===== config.mk =====
export PLATFORM = sky130hd
export DESIGN_NAME = qdr_replay_ctrl
export DESIGN_NICKNAME = d
export VERILOG_FILES = /design/src/rtl/nf10_pcap_replay_pkg.sv /design/src/rtl/replay_addr_gen.sv /design/src/rtl/qdr_replay_ctrl.sv
export SDC_FILE = /design/constraint.sdc
export NUM_CORES = 1
export LEC_CHECK = 0
export BUFFER_PORTS_ARGS = -buffer_cell sky130_fd_sc_hd__buf_2
export CAP_MARGIN = 0
export CORE_MARGIN = 1
export CORE_UTILIZATION = 45
export CTS_BUF_LIST = sky130_fd_sc_hd__clkbuf_8
export DETAILED_ROUTE_END_ITERATION = 10
export GPL_ROUTABILITY_DRIVEN = 0
export PLACE_DENSITY = 0.66
export SETUP_SLACK_MARGIN = 0.15
export SLEW_MARGIN = 20
export SYNTH_ARGS = -nofsm -noshare
export SYNTH_HDL_FRONTEND = slang
export SYNTH_SLANG_ARGS = --single-unit
export TNS_END_PERCENT = 20

===== constraint.sdc =====
create_clock -name clk -period 4.2 [get_ports clk]
set_clock_uncertainty 0.2 [all_clocks]
set_input_delay 0.42 -clock clk [delete_from_list [all_inputs] [get_ports clk]]
set_output_delay 0.42 -clock clk [all_outputs]
set_load 0.005 [all_outputs]

===== src/rtl/nf10_pcap_replay_pkg.sv =====
// Shared types and defaults for the QDR packet-replay controller.
// Holds the FSM state encoding and the default loop-counter width.
package nf10_pcap_replay_pkg;

    typedef enum logic [1:0] {
        ST_IDLE   = 2'd0,
        ST_LOAD   = 2'd1,
        ST_REPLAY = 2'd2,
        ST_DONE   = 2'd3
    } replay_state_e;

    localparam int CNT_WIDTH_DEFAULT = 32;

endpackage


===== src/rtl/replay_addr_gen.sv =====
// Read-address and pass counter for replay: walks rd_ptr over the loaded
// region, wraps at wr_cnt-1 and counts completed passes.
module replay_addr_gen
    import nf10_pcap_replay_pkg::*;
#(
    parameter int MEM_ADDR_WIDTH = 19,
    parameter int MEM_ADDR_LOW   = 0,
    parameter int CNT_WIDTH      = CNT_WIDTH_DEFAULT
) (
    input  logic                      clk,
    input  logic                      srst,
    input  logic                      clear_i,
    input  logic                      issue_i,
    input  logic [MEM_ADDR_WIDTH-1:0] wr_cnt_i,
    input  logic [CNT_WIDTH-1:0]      replay_count_i,
    output logic                      finish_o,
    output logic [CNT_WIDTH-1:0]      loop_cnt_o,
    output logic                      mem_r_n_o,
    output logic [MEM_ADDR_WIDTH-1:0] mem_ad_rd_o
);

    localparam logic [MEM_ADDR_WIDTH-1:0] ADDR_BASE = MEM_ADDR_WIDTH'(MEM_ADDR_LOW);

    logic [MEM_ADDR_WIDTH-1:0] rd_ptr_q, rd_ptr_d;
    logic [CNT_WIDTH-1:0]      loop_cnt_q, loop_cnt_d;
    logic                      mem_r_n_q, mem_r_n_d;
    logic [MEM_ADDR_WIDTH-1:0] mem_ad_rd_q, mem_ad_rd_d;
    logic                      wrap;

    assign wrap = (rd_ptr_q == wr_cnt_i - MEM_ADDR_WIDTH'(1));

    // The issue that completes the last requested pass ends the replay.
    assign finish_o = issue_i && wrap && (replay_count_i != '0) &&
                      (loop_cnt_q + CNT_WIDTH'(1) == replay_count_i);

    always_comb begin
        rd_ptr_d    = rd_ptr_q;
        loop_cnt_d  = loop_cnt_q;
        mem_r_n_d   = 1'b1;
        mem_ad_rd_d = mem_ad_rd_q;
        if (clear_i) begin
            rd_ptr_d   = '0;
            loop_cnt_d = '0;
        end else if (issue_i) begin
            mem_r_n_d   = 1'b0;
            mem_ad_rd_d = ADDR_BASE + rd_ptr_q;
            if (wrap) begin
                rd_ptr_d   = '0;
                loop_cnt_d = loop_cnt_q + CNT_WIDTH'(1);
            end else begin
                rd_ptr_d = rd_ptr_q + MEM_ADDR_WIDTH'(1);
            end
        end
    end

    always_ff @(posedge clk) begin
        if (srst) begin
            rd_ptr_q    <= '0;
            loop_cnt_q  <= '0;
            mem_r_n_q   <= 1'b1;
            mem_ad_rd_q <= ADDR_BASE;
        end else begin
            rd_ptr_q    <= rd_ptr_d;
            loop_cnt_q  <= loop_cnt_d;
            mem_r_n_q   <= mem_r_n_d;
            mem_ad_rd_q <= mem_ad_rd_d;
        end
    end

    assign loop_cnt_o  = loop_cnt_q;
    assign mem_r_n_o   = mem_r_n_q;
    assign mem_ad_rd_o = mem_ad_rd_q;

endmodule


===== src/rtl/qdr_replay_ctrl.sv =====
// QDR replay controller: loads a packet region through the writer, then
// replays it as read bursts for a programmed number of passes.
module qdr_replay_ctrl
    import nf10_pcap_replay_pkg::*;
#(
    parameter int MEM_ADDR_WIDTH = 19,
    parameter int MEM_ADDR_LOW   = 0,
    parameter int CNT_WIDTH      = CNT_WIDTH_DEFAULT
) (
    input  logic                      clk,
    input  logic                      rst_n,
    input  logic                      sw_rst,
    input  logic                      cal_done,
    input  logic                      start_replay,
    input  logic                      stop_replay,
    input  logic [CNT_WIDTH-1:0]      replay_count,
    input  logic [MEM_ADDR_WIDTH-1:0] mem_addr_high,
    output logic                      writer_en,
    input  logic                      mem_wr_cmd_n,
    input  logic                      mem_rd_full,
    input  logic                      out_prog_full,
    output logic                      mem_r_n,
    output logic [MEM_ADDR_WIDTH-1:0] mem_ad_rd,
    output logic [MEM_ADDR_WIDTH-1:0] wr_cnt,
    output logic [CNT_WIDTH-1:0]      loop_cnt,
    output logic                      busy,
    output logic                      replay_done
);

    replay_state_e             state_q, state_d;
    logic [MEM_ADDR_WIDTH-1:0] wr_cnt_q, wr_cnt_d;
    logic                      writer_en_q, busy_q, done_q;
    logic                      srst, issue, clear, finish;

    assign srst = !rst_n || sw_rst;

    // A stop pulse suppresses the issue in its own cycle.
    assign issue = (state_q == ST_REPLAY) && cal_done && !mem_rd_full &&
                   !out_prog_full && !stop_replay;

    always_comb begin
        state_d  = state_q;
        wr_cnt_d = wr_cnt_q;
        clear    = 1'b0;
        case (state_q)
            ST_IDLE: begin
                if (cal_done) state_d = ST_LOAD;
            end
            ST_LOAD: begin
                if (!mem_wr_cmd_n && (wr_cnt_q < mem_addr_high))
                    wr_cnt_d = wr_cnt_q + MEM_ADDR_WIDTH'(1);
                if (start_replay && !stop_replay && (wr_cnt_q != '0)) begin
                    state_d = ST_REPLAY;
                    clear   = 1'b1;
                end
            end
            ST_REPLAY: begin
                if (stop_replay || finish) state_d = ST_DONE;
            end
            ST_DONE: begin
                if (start_replay && !stop_replay) begin
                    state_d = ST_REPLAY;
                    clear   = 1'b1;
                end
            end
            default: state_d = ST_IDLE;
        endcase
    end

    // Outputs decode the next state so they line up with state_q.
    always_ff @(posedge clk) begin
        if (srst) begin
            state_q     <= ST_IDLE;
            wr_cnt_q    <= '0;
            writer_en_q <= 1'b0;
            busy_q      <= 1'b0;
            done_q      <= 1'b0;
        end else begin
            state_q     <= state_d;
            wr_cnt_q    <= wr_cnt_d;
            writer_en_q <= (state_d == ST_LOAD);
            busy_q      <= (state_d == ST_REPLAY);
            done_q      <= (state_d == ST_DONE);
        end
    end

    replay_addr_gen #(
        .MEM_ADDR_WIDTH (MEM_ADDR_WIDTH),
        .MEM_ADDR_LOW   (MEM_ADDR_LOW),
        .CNT_WIDTH      (CNT_WIDTH)
    ) u_addr_gen (
        .clk            (clk),
        .srst           (srst),
        .clear_i        (clear),
        .issue_i        (issue),
        .wr_cnt_i       (wr_cnt_q),
        .replay_count_i (replay_count),
        .finish_o       (finish),
        .loop_cnt_o     (loop_cnt),
        .mem_r_n_o      (mem_r_n),
        .mem_ad_rd_o    (mem_ad_rd)
    );

    assign writer_en   = writer_en_q;
    assign wr_cnt      = wr_cnt_q;
    assign busy        = busy_q;
    assign replay_done = done_q;

endmodule


==> reports/qor.yml <==
clkLatencyLatePin_ns: 0.40
hold_path_class: "in -> reg"
synth_nets: 947
die-height_um: 123
n_antenna_cell: 0
cp_max_fo: 25
seq_area_frac_synth_pct: 28.7
cp.required_ns: 4.32
end_kind: "flop"
cts_tree: "built"
die_x_um: 123
fin_hold_ws_ns: 0.130
clk_pin_slew_ns: 0.10
pwr-share-comb_pct: 7.3
p_sw_share_pct: 25.2
max_slew_margin_pct: 56.1
synth_area_per_cell_um2: 7.65
netlist_top_cells_area: "dfxtp_1 (29%), xnor2_1 (6.4%), a21oi_1 (6.0%), nand2_1 (4.8%), ha_1 (4.2%)"
fin_crit_ns: 3.67
worst_path_most_repeated_cell: "or4_4"
crit_chain: "or4_4 > or4_4 > o31a_1 > nor4b_2 > o211a_4 > nand3_4 > or4_1 > a21oi_1"
dieArea_um2: 15200
nNetsFinal: 1067
power_density_nw_per_um2: 224
num_io_pins: 134
min_to: "writer_en"
cts_inserted_buffers: 9
synth_cell_types: 65
overflow: 0
rr_worst_depth: 8
switching_power_mw: 0.439
synth-seq-cells: 95
dr_total_vias: 6920
critPathMaxStageDelay_ns: 0.60
setup_tns_ns: 0
avgViaCountPerCell: 5.91
postSynthCellCount: 865
reg2reg_slack_ns: 0.53
power.internal_mw: 1.30
synth_top_area_cell: "dfxtp_1"
core-area_um2: 14100
arrival_ns: 3.79
drc: 0
async_reset_ff_share_pct: 0
root_buffer: "clkbuf_8"
port_buffers: 133
start_kind: "flop"
max_cap_violations: 0
wl_per_cell_um: 16.8
cts_buffer_depth: 2
hold_depth: 3
synth_flop_cell: "dfxtp_1"
cts.sinks: 95
synth_top_cell_area_share_pct: 28.7
grt_max_degree: 51
grt_antenna_before_repair: 0
hold_viol_final: 0
timing.rr.start: "wr_cnt[5]"
hold_start: "cal_done"
synth_edf_count: 0
grt_usage_pct: 26.5
fillers: 1421
max_freq_mhz: 273
critical_path_class: "reg -> reg"
drt_pass1_iterations: 5
slowest_stage: "or4_4"
ant_nets: 0
outcome: "complete, no violations"
clockPowerShare_pct: 40.8
p_leak_nw: 3.15
area_growth_pct: 17.6
fin_crit_sh_pct: 87.4
dp_hpwl_um: 14300
initial_core_util_pct: 47.0
grt_pass1_wl_um: 31200
grt_pass1_vias: 6190
r2r-end: "u_addr_gen.loop_cnt_o[13]"
ir_drop_mv: 0.125
finalPower_mw: 1.74
worst_pin_slew_ns: 0.654
pwr-share-seq_pct: 51.9
rows: 43
slew_violations: 0
ys_warn_count: 0
routed_wirelength_um: 19600
first_iter_violations: 459
netlist_area_um2: 6620
htree_levels: 3
finalSetupViolCount: 0
layout-drive-gt1-share_pct: 20.5
rsz0062_at_grt: "no"
[stage by stage]
step           util, %  worst slack, ns  instances  cell area [um2]
4_1_cts           54.9            0.214       1167             7740
3_5_place_dp      53.3            0.241       1151             7520
3_3_place_gp      53.3            0.342       1151             7520
2_1_floorplan        -            0.580        865             6620
6_report          55.2            0.531       1170             7780
5_1_grt           55.2            0.272       1170             7780
[cells in the final DEF (no fill, tap or decap), drive strengths merged, types with 3 or more instances in the layout]
master / synthesis / final
ha: 22 / 22
mux2i: 9 / 9
or2: 3 / 3
clkbuf: 52 / 9
o211ai: 6 / 6
a21o: 8 / 8
xnor2: 48 / 48
or4: 22 / 22
and4: 3 / 3
nor4: 25 / 25
nor3: 12 / 12
nor2b: 8 / 8
nor2: 52 / 52
a41o: 5 / 5
a2111oi: 3 / 3
nand2: 84 / 84
buf: 6 / 166
a211oi: 3 / 3
nand4: 40 / 40
a31oi: 8 / 8
nand3: 44 / 45
o31ai: 18 / 18
or4b: 5 / 5
and4b: 3 / 3
nand3b: 3 / 3
o311ai: 3 / 3
a21oi: 79 / 79
inv: 33 / 38
and3b: 3 / 3
nor4b: 6 / 6
and3: 18 / 18
xor2: 31 / 31
nand2b: 15 / 15
and2: 4 / 4
dfxtp: 95 / 95
o21ai: 33 / 33
or3: 29 / 29
[cell type report]
type	count	area (um2)	share of cell area [%]
clock buffers	9	124	1.59
clock inverters	7	101	1.30
inverters	33	124	1.59
multi-input cells	680	4390	56.4
flip-flops and latches	95	1900	24.4
well taps	180	225	2.89
repair buffers	166	913	11.7
[critical path: cells and delay by family, from the launching register on]
family / cells / cell delay, ns
simple gates: 5 / 2.34
flops: 1 / 0.33
compound gates: 3 / 0.73
[synthesized netlist by cell type, types with 4 or more instances]
master    count
ha_1         22
nand2b_1     15
o31ai_1      18
o21ai_0      33
a41o_1        5
dfxtp_1      95
nand4_1      40
clkbuf_1     52
or4_1        20
nand2_1      84
nor4b_1       5
o211ai_1      6
a31oi_1       8
a21o_1        8
and2_1        4
nand3_1      43
mux2i_1       9
xnor2_1      48
xor2_1       31
nor4_1       23
nor2_1       52
nor2b_1       8
or3_1        29
a21oi_1      79
and3_1       18
inv_1        33
nor3_1       12
or4b_2        4
[repair_timing]
item	in CTS	in global routing
setup endpoints to repair	0	40
hold buffers	0	0
resized for setup	0	2
setup buffers	0	2
[flip-flops by register name, indices dropped and copies added, names as in the netlist]
| signal | count |
|---|---|
| wr_cnt | 19 |
| u_addr_gen.mem_ad_rd_o | 19 |
| busy | 1 |
| state_q | 2 |
| writer_en | 1 |
| replay_done | 1 |
| u_addr_gen.mem_r_n_o | 1 |
| u_addr_gen.loop_cnt_o | 32 |
| u_addr_gen.rd_ptr_q | 19 |
[how the worst max path moves through the flow]
stage | from | to | cells past startpoint
after floorplan | wr_cnt[5] | u_addr_gen.loop_cnt_o[30] | 11
after global placement | wr_cnt[0] | u_addr_gen.rd_ptr_q[4] | 10
after detailed placement | wr_cnt[0] | u_addr_gen.rd_ptr_q[18] | 10
after CTS | wr_cnt[0] | u_addr_gen.rd_ptr_q[4] | 10
after global routing | wr_cnt[1] | u_addr_gen.loop_cnt_o[16] | 10
final | wr_cnt[5] | u_addr_gen.loop_cnt_o[13] | 8
[metal layers]
metal | share of wire, % | wire length (um) | vias up | global-route usage [%]
met5 | 0 | 0 | - | 0
met4 | 2.2 | 442 | 0 | 9.64
met3 | 6.6 | 1290 | 42 | 5.26
met1 | 43 | 8520 | 3211 | 33.4
met2 | 48 | 9400 | 267 | 44.4
li1 | - | - | 3400 | -
[power by group through the flow]
| stage | registers [mW] | logic [mW] | clock network, mW |
|---|---|---|---|
| after CTS | 0.902 | 0.127 | 0.731 |
| after global routing | 0.903 | 0.141 | 0.761 |
| after global placement | 0.923 | 0.125 | 0 |
| final | 0.902 | 0.128 | 0.710 |
| after detailed placement | 0.923 | 0.126 | 0 |
| after floorplan | 0.923 | 0.0690 | 0 |
[cell families after synthesis]
family / synth area share [%]
AO/OA/AOI/OAI: 17.4
XOR/XNOR: 10.5
adder cells (fa/ha/maj): 4.16
buffers and inverters: 5.54
flip-flops: 28.7
multiplexers: 1.53
AND/OR/NAND/NOR: 32.2
Note: power is estimated with default switching activity, not from simulation.
